File: config.mk
export PLATFORM = sky130hd
export DESIGN_NAME = key_debounce_bank_flat
export DESIGN_NICKNAME = d
export VERILOG_FILES = /design/src/rtl/clock_pkg.sv /design/src/rtl/key_debounce_bank_if.sv /design/src/rtl/key_debounce_bank_key_fsm.sv /design/src/rtl/key_debounce_bank.sv /design/src/flat_wrapper.sv
export SDC_FILE = /design/constraint.sdc
export NUM_CORES = 1
export LEC_CHECK = 0
export BUFFER_PORTS_ARGS = -buffer_cell sky130_fd_sc_hd__buf_2
export CORE_MARGIN = 8
export CORE_UTILIZATION = 35
export CTS_CLUSTER_SIZE = 14
export DETAILED_ROUTE_END_ITERATION = 12
export PLACE_DENSITY = 0.55
export SLEW_MARGIN = 20
export SYNTH_ARGS = -nofsm -noshare
export SYNTH_HDL_FRONTEND = slang
export SYNTH_SLANG_ARGS = --single-unit
File: constraint.sdc
create_clock -name clk -period 2.76 [get_ports clk]
set_input_delay 0.276 -clock clk [delete_from_list [all_inputs] [get_ports clk]]
set_output_delay 0.276 -clock clk [all_outputs]
set_load 0.05 [all_outputs]
File: src/rtl/clock_pkg.sv
// Shared constants and key-state encoding for the digital-clock front end,
// reused by clock, cnt_seg_dync and key_debounce_bank.
package clock_pkg;

  localparam int CLK_HZ     = 50_000_000;
  localparam int MS_CYCLES  = CLK_HZ / 1000;

  localparam int DB_CNT_DEF   = 20 * MS_CYCLES;
  localparam int LONG_CNT_DEF = 1000 * MS_CYCLES;
  localparam int RPT_CNT_DEF  = 200 * MS_CYCLES;
  localparam int SCAN_CNT_DEF = MS_CYCLES;

  // Enum form kept for readable waveforms; FSMs store the plain vector codes below.
  typedef enum logic [2:0] {
    KS_IDLE       = 3'd0,
    KS_PRESS_DB   = 3'd1,
    KS_HELD       = 3'd2,
    KS_REPEAT     = 3'd3,
    KS_RELEASE_DB = 3'd4
  } key_state_e;

  localparam logic [2:0] ST_IDLE       = 3'd0;
  localparam logic [2:0] ST_PRESS_DB   = 3'd1;
  localparam logic [2:0] ST_HELD       = 3'd2;
  localparam logic [2:0] ST_REPEAT     = 3'd3;
  localparam logic [2:0] ST_RELEASE_DB = 3'd4;

  function automatic int cnt_width(input int n);
    return (n <= 2) ? 1 : $clog2(n);
  endfunction

endpackage

File: src/rtl/key_debounce_bank_if.sv
// Raw push-button inputs and conditioned control outputs of the key front end.
interface key_debounce_bank_if;

  logic key_mod;
  logic key_alarm;
  logic key_add;
  logic key_loc;
  logic set_mod;
  logic set_alarm;
  logic time_add;
  logic set_location;

  modport master (
    output key_mod, key_alarm, key_add, key_loc,
    input  set_mod, set_alarm, time_add, set_location
  );

  modport slave (
    input  key_mod, key_alarm, key_add, key_loc,
    output set_mod, set_alarm, time_add, set_location
  );

endinterface

File: src/rtl/key_debounce_bank_key_fsm.sv
// One key channel: 2-FF synchronizer, debounce/hold/repeat FSM and its counter.
// evt is combinational so the parent can register it straight into an output.
module key_fsm
  import clock_pkg::*;
#(
  parameter int   DB_CNT    = DB_CNT_DEF,
  parameter int   LONG_CNT  = LONG_CNT_DEF,
  parameter int   RPT_CNT   = RPT_CNT_DEF,
  parameter logic KEY_ACT   = 1'b0,
  parameter bit   REPEAT_EN = 1'b0
) (
  input  logic clk,
  input  logic rst_n,
  input  logic key_raw,
  output logic evt
);

  localparam int CW = cnt_width(LONG_CNT);
  localparam logic [CW-1:0] DB_LAST   = CW'(DB_CNT - 1);
  localparam logic [CW-1:0] LONG_LAST = CW'(LONG_CNT - 1);
  localparam logic [CW-1:0] RPT_LAST  = CW'(RPT_CNT - 1);

  logic          sync1_q, sync2_q;
  logic [2:0]    state_q, state_d;
  logic [CW-1:0] cnt_q, cnt_d;
  logic          pressed;

  assign pressed = (sync2_q == KEY_ACT);

  always_comb begin
    state_d = state_q;
    cnt_d   = cnt_q;
    evt     = 1'b0;
    case (state_q)
      ST_IDLE: begin
        if (pressed) begin
          state_d = ST_PRESS_DB;
          cnt_d   = '0;
        end
      end
      ST_PRESS_DB: begin
        if (!pressed) begin
          state_d = ST_IDLE;
          cnt_d   = '0;
        end else if (cnt_q == DB_LAST) begin
          state_d = ST_HELD;
          cnt_d   = '0;
          evt     = 1'b1;
        end else begin
          cnt_d = cnt_q + CW'(1);
        end
      end
      ST_HELD: begin
        // Release is checked first so a key let go on the threshold never repeats.
        if (!pressed) begin
          state_d = ST_RELEASE_DB;
          cnt_d   = '0;
        end else if (cnt_q == LONG_LAST) begin
          if (REPEAT_EN) begin
            state_d = ST_REPEAT;
            cnt_d   = '0;
            evt     = 1'b1;
          end
        end else begin
          cnt_d = cnt_q + CW'(1);
        end
      end
      ST_REPEAT: begin
        if (!pressed) begin
          state_d = ST_RELEASE_DB;
          cnt_d   = '0;
        end else if (cnt_q == RPT_LAST) begin
          cnt_d = '0;
          evt   = 1'b1;
        end else begin
          cnt_d = cnt_q + CW'(1);
        end
      end
      ST_RELEASE_DB: begin
        // A bounce on release falls back to HELD silently instead of re-pressing.
        if (pressed) begin
          state_d = ST_HELD;
          cnt_d   = '0;
        end else if (cnt_q == DB_LAST) begin
          state_d = ST_IDLE;
          cnt_d   = '0;
        end else begin
          cnt_d = cnt_q + CW'(1);
        end
      end
      default: begin
        state_d = ST_IDLE;
        cnt_d   = '0;
      end
    endcase
  end

  always_ff @(posedge clk or negedge rst_n) begin
    if (!rst_n) begin
      sync1_q <= ~KEY_ACT;
      sync2_q <= ~KEY_ACT;
      state_q <= ST_IDLE;
      cnt_q   <= '0;
    end else begin
      sync1_q <= key_raw;
      sync2_q <= sync1_q;
      state_q <= state_d;
      cnt_q   <= cnt_d;
    end
  end

endmodule

File: src/rtl/key_debounce_bank.sv
// Key front end: four debounced key channels mapped onto the mode levels
// and the increment / calibration-advance pulses.
module key_debounce_bank
  import clock_pkg::*;
#(
  parameter int   DB_CNT   = DB_CNT_DEF,
  parameter int   LONG_CNT = LONG_CNT_DEF,
  parameter int   RPT_CNT  = RPT_CNT_DEF,
  parameter logic KEY_ACT  = 1'b0
) (
  input  logic                clk,
  input  logic                rst_n,
  key_debounce_bank_if.slave  bus
);

  logic evt_mod, evt_alarm, evt_add, evt_loc;
  logic set_mod_q, set_mod_d;
  logic set_alarm_q, set_alarm_d;
  logic time_add_q, time_add_d;
  logic set_location_q, set_location_d;

  key_fsm #(.DB_CNT(DB_CNT), .LONG_CNT(LONG_CNT), .RPT_CNT(RPT_CNT),
            .KEY_ACT(KEY_ACT), .REPEAT_EN(1'b0))
    u_mod (.clk(clk), .rst_n(rst_n), .key_raw(bus.key_mod), .evt(evt_mod));

  key_fsm #(.DB_CNT(DB_CNT), .LONG_CNT(LONG_CNT), .RPT_CNT(RPT_CNT),
            .KEY_ACT(KEY_ACT), .REPEAT_EN(1'b0))
    u_alarm (.clk(clk), .rst_n(rst_n), .key_raw(bus.key_alarm), .evt(evt_alarm));

  key_fsm #(.DB_CNT(DB_CNT), .LONG_CNT(LONG_CNT), .RPT_CNT(RPT_CNT),
            .KEY_ACT(KEY_ACT), .REPEAT_EN(1'b1))
    u_add (.clk(clk), .rst_n(rst_n), .key_raw(bus.key_add), .evt(evt_add));

  key_fsm #(.DB_CNT(DB_CNT), .LONG_CNT(LONG_CNT), .RPT_CNT(RPT_CNT),
            .KEY_ACT(KEY_ACT), .REPEAT_EN(1'b0))
    u_loc (.clk(clk), .rst_n(rst_n), .key_raw(bus.key_loc), .evt(evt_loc));

  // Mode and alarm-set are mutually exclusive; a tie goes to the mode key.
  always_comb begin
    set_mod_d      = set_mod_q;
    set_alarm_d    = set_alarm_q;
    time_add_d     = evt_add;
    set_location_d = evt_loc;
    if (evt_mod) begin
      set_mod_d   = !set_mod_q;
      set_alarm_d = 1'b0;
    end else if (evt_alarm) begin
      set_alarm_d = !set_alarm_q;
      set_mod_d   = 1'b0;
    end
  end

  always_ff @(posedge clk or negedge rst_n) begin
    if (!rst_n) begin
      set_mod_q      <= 1'b0;
      set_alarm_q    <= 1'b0;
      time_add_q     <= 1'b0;
      set_location_q <= 1'b0;
    end else begin
      set_mod_q      <= set_mod_d;
      set_alarm_q    <= set_alarm_d;
      time_add_q     <= time_add_d;
      set_location_q <= set_location_d;
    end
  end

  assign bus.set_mod      = set_mod_q;
  assign bus.set_alarm    = set_alarm_q;
  assign bus.time_add     = time_add_q;
  assign bus.set_location = set_location_q;

endmodule

File: src/flat_wrapper.sv
// flat-port wrapper written by rule: the top's interface ports become plain ports
module key_debounce_bank_flat import clock_pkg::*;
#(
  parameter int   DB_CNT   = DB_CNT_DEF,
  parameter int   LONG_CNT = LONG_CNT_DEF,
  parameter int   RPT_CNT  = RPT_CNT_DEF,
  parameter logic KEY_ACT  = 1'b0
)
  (clk, rst_n, bus_key_mod, bus_key_alarm, bus_key_add, bus_key_loc, bus_set_mod, bus_set_alarm, bus_time_add, bus_set_location);
  key_debounce_bank_if bus_i ();
  input  logic clk;
  input  logic rst_n;
  input wire logic [$bits(bus_i.key_mod)-1:0] bus_key_mod;
  input wire logic [$bits(bus_i.key_alarm)-1:0] bus_key_alarm;
  input wire logic [$bits(bus_i.key_add)-1:0] bus_key_add;
  input wire logic [$bits(bus_i.key_loc)-1:0] bus_key_loc;
  output wire logic [$bits(bus_i.set_mod)-1:0] bus_set_mod;
  output wire logic [$bits(bus_i.set_alarm)-1:0] bus_set_alarm;
  output wire logic [$bits(bus_i.time_add)-1:0] bus_time_add;
  output wire logic [$bits(bus_i.set_location)-1:0] bus_set_location;
  assign bus_i.key_mod = bus_key_mod;
  assign bus_i.key_alarm = bus_key_alarm;
  assign bus_i.key_add = bus_key_add;
  assign bus_i.key_loc = bus_key_loc;
  assign bus_set_mod = bus_i.set_mod;
  assign bus_set_alarm = bus_i.set_alarm;
  assign bus_time_add = bus_i.time_add;
  assign bus_set_location = bus_i.set_location;
  key_debounce_bank #(.DB_CNT(DB_CNT), .LONG_CNT(LONG_CNT), .RPT_CNT(RPT_CNT), .KEY_ACT(KEY_ACT)) u_core (.clk(clk), .rst_n(rst_n), .bus(bus_i));
endmodule
==> summary.txt, run 1 <==
Status
  • Status: completed

Setup path
  • CP required: 3080 ps
  • Data arrival, critical path: 2970 ps
  • CP endpoint kind: flop
  • CP max FO: 15
  • WS Path Type: flop to flop
  • Worst Setup Start Kind: flop

Pwr
  • Switching pwr: 1.08 mW
  • Internal: 3.62 mW
  • Switching Fraction: 22.9%
  • Total power draw: 4.70 mW
  • P_leak: 3.51 nW
  • Clk pwr share: 53.4%
  • Max VDD drop: 0.000327 V
  • Sequential power share: 41.2%
  • Combinational share of power: 5.4%
  • Power Dens Cells: 527 nW/um2

Detailed routing
  • DR vias: 6977
  • DRC errors left: 0
  • Total wire length: 19700 um
  • Vias per Instance: 5.71
  • DRT antenna net count: 0
  • Pre-antenna DRT Iters: 4
  • Routed length per instance: 16.1 um
  • Initial drt markers: 498

Global routing
  • GRT Residual Overflow: 0
  • GRT Util Overall: 15.4%
  • Initial antenna violation count: 0
  • Vias in the first global route: 6658
  • Largest net degree at the start of global routing: 65
  • First-pass GRT wire length: 34000 um

STA
  • Achievable Freq: 377 MHz
  • Slew margin rel.: 56.3%
  • RSZ-0062 raised after global routing: false
  • Hold Vio Cnt, Final: 0
  • # setup viols final: 0
  • Final TNS setup: 0 ps
  • Crit share post-route: 96.0%
  • Slew of the pin with the lowest slew margin: 650 ps
  • Fin Clk Skew: 9.63 ps
  • Crit path time final: 2650 ps
  • Slew Viols, Final: 0

Layout
  • Layout cells sized above 1: 12.4%
  • Commonest non-fill, non-tap cell in the layout: dfrtp_1
  • Area Growth Syn to Fin: 16.6%
  • Most frequent cells in the layout: dfrtp_1, o21ai_0, nand2_1
  • Fill cells: 2168
  • Non-filler instance count after layout: 1222
  • N_diodes: 0
  • Final net count: 939

Flow run
  • Number of max-cap violations: 0

CTS
  • Clock sinks: 128
  • CTS tree: yes
  • TritonCTS Buffers: 17
  • H-tree depth: 4
  • Root Driver: clkbuf_16
  • Clock latency reported for the late side of the worst-skew pair: 430 ps
  • Reg clk slew, reported paths: 60 ps
  • Clock Path Buffers: 2

Placed design
  • Placed cells: 1185
  • GPL Wtd Cong: 0.856
  • Post-DP HPWL: 13600 um
  • Buffers on Ports: 9

Hold path
  • Min-delay worst type: flop to flop

Synthesis
  • Sequential share of the synthesized area: 42.0%
  • Mapped Cells: 901
  • Post-synth EDFFs: 0
  • Syn_nets: 911
  • Syn Std Cell Area: 7660 um2
  • Yosys cell types: 76
  • Mean Syn Cell Area: 8.50 um2
  • Dominant synthesized flop cell: dfrtp_1
  • Warnings from Yosys: 0
  • Number of synthesized register bits: 128
  • Async S/R FF share, synth: 100%

Floorplanning
  • Overall die height: 164 um
  • I/O pin cnt: 10
  • Initial Util: 35.4%
  • Die W: 164 um
  • Number of cell rows: 54
  • CORE AREA: 21600 um2
  • Die area: 26900 um2
## cell type report
type                            count  area (um2)  share of cell area (%)
Multi-Input combinational cell    703        4150                    46.5
Timing Repair Buffer               57         474                    5.31
Clock buffer                       19         443                    4.96
Tap cell                          280         350                    3.93
Inverter                           22        82.6                   0.925
Sequential cell                   128        3210                    36.0
Clock inverter                     13         210                    2.36
## state kept, by name, summed over array words and instances, names as in the netlist, 3 cells and up
name and count:
u_core.u_loc.cnt_q 26, u_core.u_add.cnt_q 26, u_core.u_mod.cnt_q 26, u_core.u_alarm.cnt_q 26
u_core.u_loc.state_q 3, u_core.u_alarm.state_q 3, u_core.u_mod.state_q 3, u_core.u_add.state_q 3
## worst max-delay path, cell delays in order (launching register included)
cell and delay (ps):
dfrtp_1 410, ha_1 240, nand4_1 180, or4_1 530
or4_4 570, nand2_2 230, buf_12 180, nor4b_1 50
a21o_1 150
## through the flow
stage / hold WS (ps) / util, % / setup WS (ps) / area, um2
2_1_floorplan: -19.6 / - / 278 / 7660
3_3_place_gp: 306 / 38.0 / 201 / 8210
3_5_place_dp: 311 / 38.0 / 119 / 8210
4_1_cts: 356 / 41.2 / 107 / 8920
5_1_grt: 356 / 41.3 / 3.75 / 8920
6_report: 357 / 41.3 / 110 / 8920
## power groups by stage
| stage | combinational [mW] | clock (mW) | sequential [mW] |
|---|---|---|---|
| after floorplan | 0.148 | 0 | 1.96 |
| after global placement | 0.251 | 0 | 1.97 |
| after detailed placement | 0.253 | 0 | 1.97 |
| after CTS | 0.259 | 2.57 | 1.94 |
| after global routing | 0.289 | 2.65 | 1.94 |
| final | 0.253 | 2.51 | 1.94 |
## synthesized netlist by cell type, types with 2 or more instances
cell type  count  area (um2)
o31ai_1       10        75.1
nor2_1        62         233
nor3_1        61         305
inv_1         22        82.6
nor3b_1        3        22.5
and4b_1        4        40.0
o22ai_1        8        50.1
or3_1         24         150
clkbuf_1      39         146
o211ai_1       7        52.6
a31oi_1       12        75.1
nor4_1        14        87.6
and2_1        18         113
or3b_2         2        17.5
a2bb2oi_1      9        78.8
or4_2          3        26.3
nor4bb_1       5        50.1
nor2b_1        2        12.5
mux2i_1        6        60.1
a22o_1        10        87.6
dfstp_2        8         210
ha_1           4        50.1
nand2b_1       3        18.8
nand3b_1       5        37.5
nand3_1       55         275
and4_1        18         158
buf_12         2        40.0
a211oi_1       2        15.0
dfrtp_1      120        3000
xnor2_1        3        26.3
a21oi_1       25         125
buf_2          4        20.0
a21o_1         8        60.1
nor4b_1       14         123
o31a_1         3        26.3
nand4_1       39         244
o41ai_1        2        17.5
o21a_1         3        22.5
or4_1          4        30.0
nand2_1       91         342
and3_1        29         181
or2_2          2        12.5
o21ai_0       97         485
xor2_1         6        52.6
buf_6          2        22.5
## metal layers
metal  part of all wire, %  track usage [%]  routed length, um  up-vias
li1                      -                -                  -     3457
met1                    48             21.1               9430     3356
met2                    46             23.9               9120      138
met3                   4.1             2.81                817       26
met4                   1.7             5.83                329        0
met5                     0                0                  0        -
## final timing paths
check                      cells after the start                       end              startpoint  slack (ps)
setup / recovery                               8    u_core.u_loc.cnt_q[21]   u_core.u_loc.cnt_q[0]         110
hold / removal                                 0    u_core.u_alarm.sync2_q  u_core.u_alarm.sync1_q         360
setup reg to reg                               8    u_core.u_loc.cnt_q[21]   u_core.u_loc.cnt_q[0]         110
hold reg to reg                                0    u_core.u_alarm.sync2_q  u_core.u_alarm.sync1_q         360
max in group asynchronous                      3  u_core.u_alarm.cnt_q[10]                   rst_n        1570
min in group asynchronous                      2   u_core.u_loc.state_q[0]                   rst_n         400
## logic make-up (layout without fill, tap and decap cells)
kind of cell | Yosys count | count (layout) | share of synthesized area (%)
flops | 128 | 128 | 42.0
mux | 7 | 7 | 0.932
compound gates | 215 | 215 | 17.6
xor+xnor | 9 | 9 | 1.03
fa+ha+maj | 4 | 4 | 0.654
buf+inv | 70 | 111 | 4.12
simple gates | 468 | 468 | 33.7
## timing repair
item / in CTS / in global routing
gates resized for setup: 0 / 2
buffers inserted: 0 / 0
endpoints found under the hold margin: 62 / 0
setup endpoints to repair: 0 / 2
hold buffers: 5 / 0
No activity file was read; power rests on OpenSTA's default activity.
==> run 2, diff against run 1 <==
--- a/config.mk
+++ b/config.mk
@@ -7,10 +7,10 @@
 export LEC_CHECK = 0
 export BUFFER_PORTS_ARGS = -buffer_cell sky130_fd_sc_hd__buf_2
 export CORE_MARGIN = 8
-export CORE_UTILIZATION = 35
+export CORE_UTILIZATION = 55
 export CTS_CLUSTER_SIZE = 14
 export DETAILED_ROUTE_END_ITERATION = 12
-export PLACE_DENSITY = 0.55
+export PLACE_DENSITY = 0.77
 export SLEW_MARGIN = 20
 export SYNTH_ARGS = -nofsm -noshare
 export SYNTH_HDL_FRONTEND = slang
==> run 2 against run 1 <==
Effect of this change:
- flip-flop and latch count did not move
- global-route usage grew 6.2 points
- non-clock buffer count increased by 1
- largest power group unchanged
==> summary.txt, run 2 (synthesis results as in run 1) <==
Status
  • Status: completed

Detailed routing
  • Met2 wire len: 8740 um
  • DR vias: 7202
  • DRC errors left: 0
  • Vias per Instance: 6.41
  • Met3 wire length: 975 um
  • Routed length per instance: 16.6 um
  • Initial drt markers: 921
  • DRT antenna net count: 0
  • Pre-antenna DRT Iters: 6
  • Total wire length: 18600 um
  • Top Layer Used: met4
  • Wl on met1: 8530 um

STA
  • Achievable Freq: 376 MHz
  • Fin Clk Skew: 8.43 ps
  • Hold Vio Cnt, Final: 0
  • Slew Viols, Final: 0
  • Crit path time final: 2660 ps
  • Crit share post-route: 96.3%
  • Slew margin rel.: 40.0%
  • # setup viols final: 0
  • Slew of the pin with the lowest slew margin: 895 ps

Global routing
  • Vias in the first global route: 6700
  • GRT Util Overall: 21.6%
  • GRT Residual Overflow: 0
  • Initial antenna violation count: 0
  • Largest net degree at the start of global routing: 69
  • First-pass GRT wire length: 32100 um

Layout
  • Area Growth Syn to Fin: 14.6%
  • Final instance area: 8780 um2
  • Most frequent cells in the layout: dfrtp_1, o21ai_0, nand2_1
  • Final net count: 940
  • Commonest non-fill, non-tap cell in the layout: dfrtp_1
  • Layout cells sized above 1: 12.7%
  • N_diodes: 0

Setup path
  • Reg2reg path depth: 6
  • Worst r2r src: u_core.u_loc.cnt_q[10]
  • WS Path Type: flop to flop
  • CP Cell Sequence: or4b_4 > or3b_1 > or4_4 > and2_2 > nand2_4 > o21ai_0
  • Crit-path max cell delay: 560 ps
  • Buf/Inv on CP: 0
  • Slowest cell on the critical path: or4b_4
  • CP required: 3060 ps
  • Data arrival, critical path: 2960 ps
  • CP endpoint kind: flop
  • Worst r2r dst: u_core.u_loc.cnt_q[11]
  • CP max FO: 10
  • CP delay by family, top: simple AND/OR/NAND/NOR gates
  • FF-to-FF setup slack: 100 ps
  • Worst Setup Start Kind: flop

Flow run
  • Number of max-cap violations: 0

Placed design
  • GPL Wtd Cong: 0.917
  • Buffers on Ports: 9
  • Placed Area: 8060 um2
  • Post-DP HPWL: 12500 um

CTS
  • Clock latency reported for the late side of the worst-skew pair: 430 ps
  • CTS tree: yes
  • TritonCTS Buffers: 17
  • Clock Path Buffers: 2
  • H-tree depth: 4
  • Clock sinks: 128
  • Reg clk slew, reported paths: 60 ps
  • Root Driver: clkbuf_16

Hold path
  • Hold path endpoint: u_core.u_alarm.sync2_q
  • Hold path startpoint: u_core.u_alarm.sync1_q
  • Worst Hold Path Cells: 0
  • Min-delay worst type: flop to flop

Pwr
  • Total power draw: 4.63 mW
  • Max VDD drop: 0.000565 V
  • Power Dens Cells: 527 nW/um2
  • P_leak: 3.48 nW

Floorplanning
  • Number of cell rows: 43
  • Initial Util: 55.8%
  • Overall die height: 134 um
  • Die W: 134 um
  • Die area: 18000 um2
  • I/O pin cnt: 10
  • CORE AREA: 13700 um2
[run 2: cell types whose count changed in the layout (fill, tap and decap cells not counted), sizes merged]
cell / change
inv: -1
buf: +1
bufinv: -1
clkinvlp: +2
[run 2: report_power, final]
part / switching (mW) / internal, mW
logic: 0.166 / 0.0877
registers: 0.0295 / 1.91
clock network: 0.876 / 1.56
[run 2: worst max path at each step]
stage,depth (start not counted),endpoint,slack [ps],startpoint
finish,6,u_core.u_loc.cnt_q[11],100,u_core.u_loc.cnt_q[10]
global route,8,u_core.u_loc.cnt_q[9],-50,u_core.u_loc.cnt_q[0]
CTS,8,u_core.u_loc.cnt_q[9],40,u_core.u_loc.cnt_q[0]
detailed placement,6,u_core.u_loc.cnt_q[24],90,u_core.u_loc.cnt_q[10]
global placement,6,u_core.u_loc.cnt_q[0],140,u_core.u_loc.cnt_q[10]
floorplan,8,u_core.u_loc.cnt_q[6],280,u_core.u_loc.cnt_q[7]
[run 2: metal layers]
metal  global-route usage, %  vias to the layer above
met2                    33.7                      246
met4                    8.30                        0
li1                        -                     3454
met3                    5.57                       44
met1                    28.3                     3458
met5                       0                        -
[run 2: area by class of cell]
cell class                      instances  area (um2)
Inverter                               22        82.6
Clock inverter                         13         186
Clock buffer                           19         453
Timing Repair Buffer                   58         457
Sequential cell                       128        3210
Multi-Input combinational cell        703        4160
Tap cell                              180         225
Fill cell                            1163        4940
[run 2: through the flow]
| stage | utilization, % | instances | setup TNS, ps | setup slack (ps) | hold WS (ps) |
|---|---|---|---|---|---|
| 2_1_floorplan | - | 901 | 0 | 278 | -19.6 |
| 3_3_place_gp | 58.8 | 1085 | 0 | 137 | 333 |
| 3_5_place_dp | 58.8 | 1085 | 0 | 86.5 | 324 |
| 4_1_cts | 63.8 | 1122 | 0 | 42.0 | 362 |
| 5_1_grt | 64.0 | 1123 | -235 | -46.2 | 365 |
| 6_report | 64.0 | 1123 | 0 | 103 | 361 |
[run 2: timing repair]
| action | CTS | global route |
|---|---|---|
| setup buffers | 0 | 1 |
| endpoints found under the hold margin | 70 | 0 |
| gates resized for setup | 0 | 4 |
| hold buffers | 5 | 0 |
| endpoints found under the setup margin | 0 | 37 |
[run 2: worst register-to-register path, cell delays in order, from the launching register on]
cell and delay [ps]:
dfrtp_1 460, or4b_4 570, or3b_1 380, or4_4 550
and2_2 300, nand2_4 160, o21ai_0 120
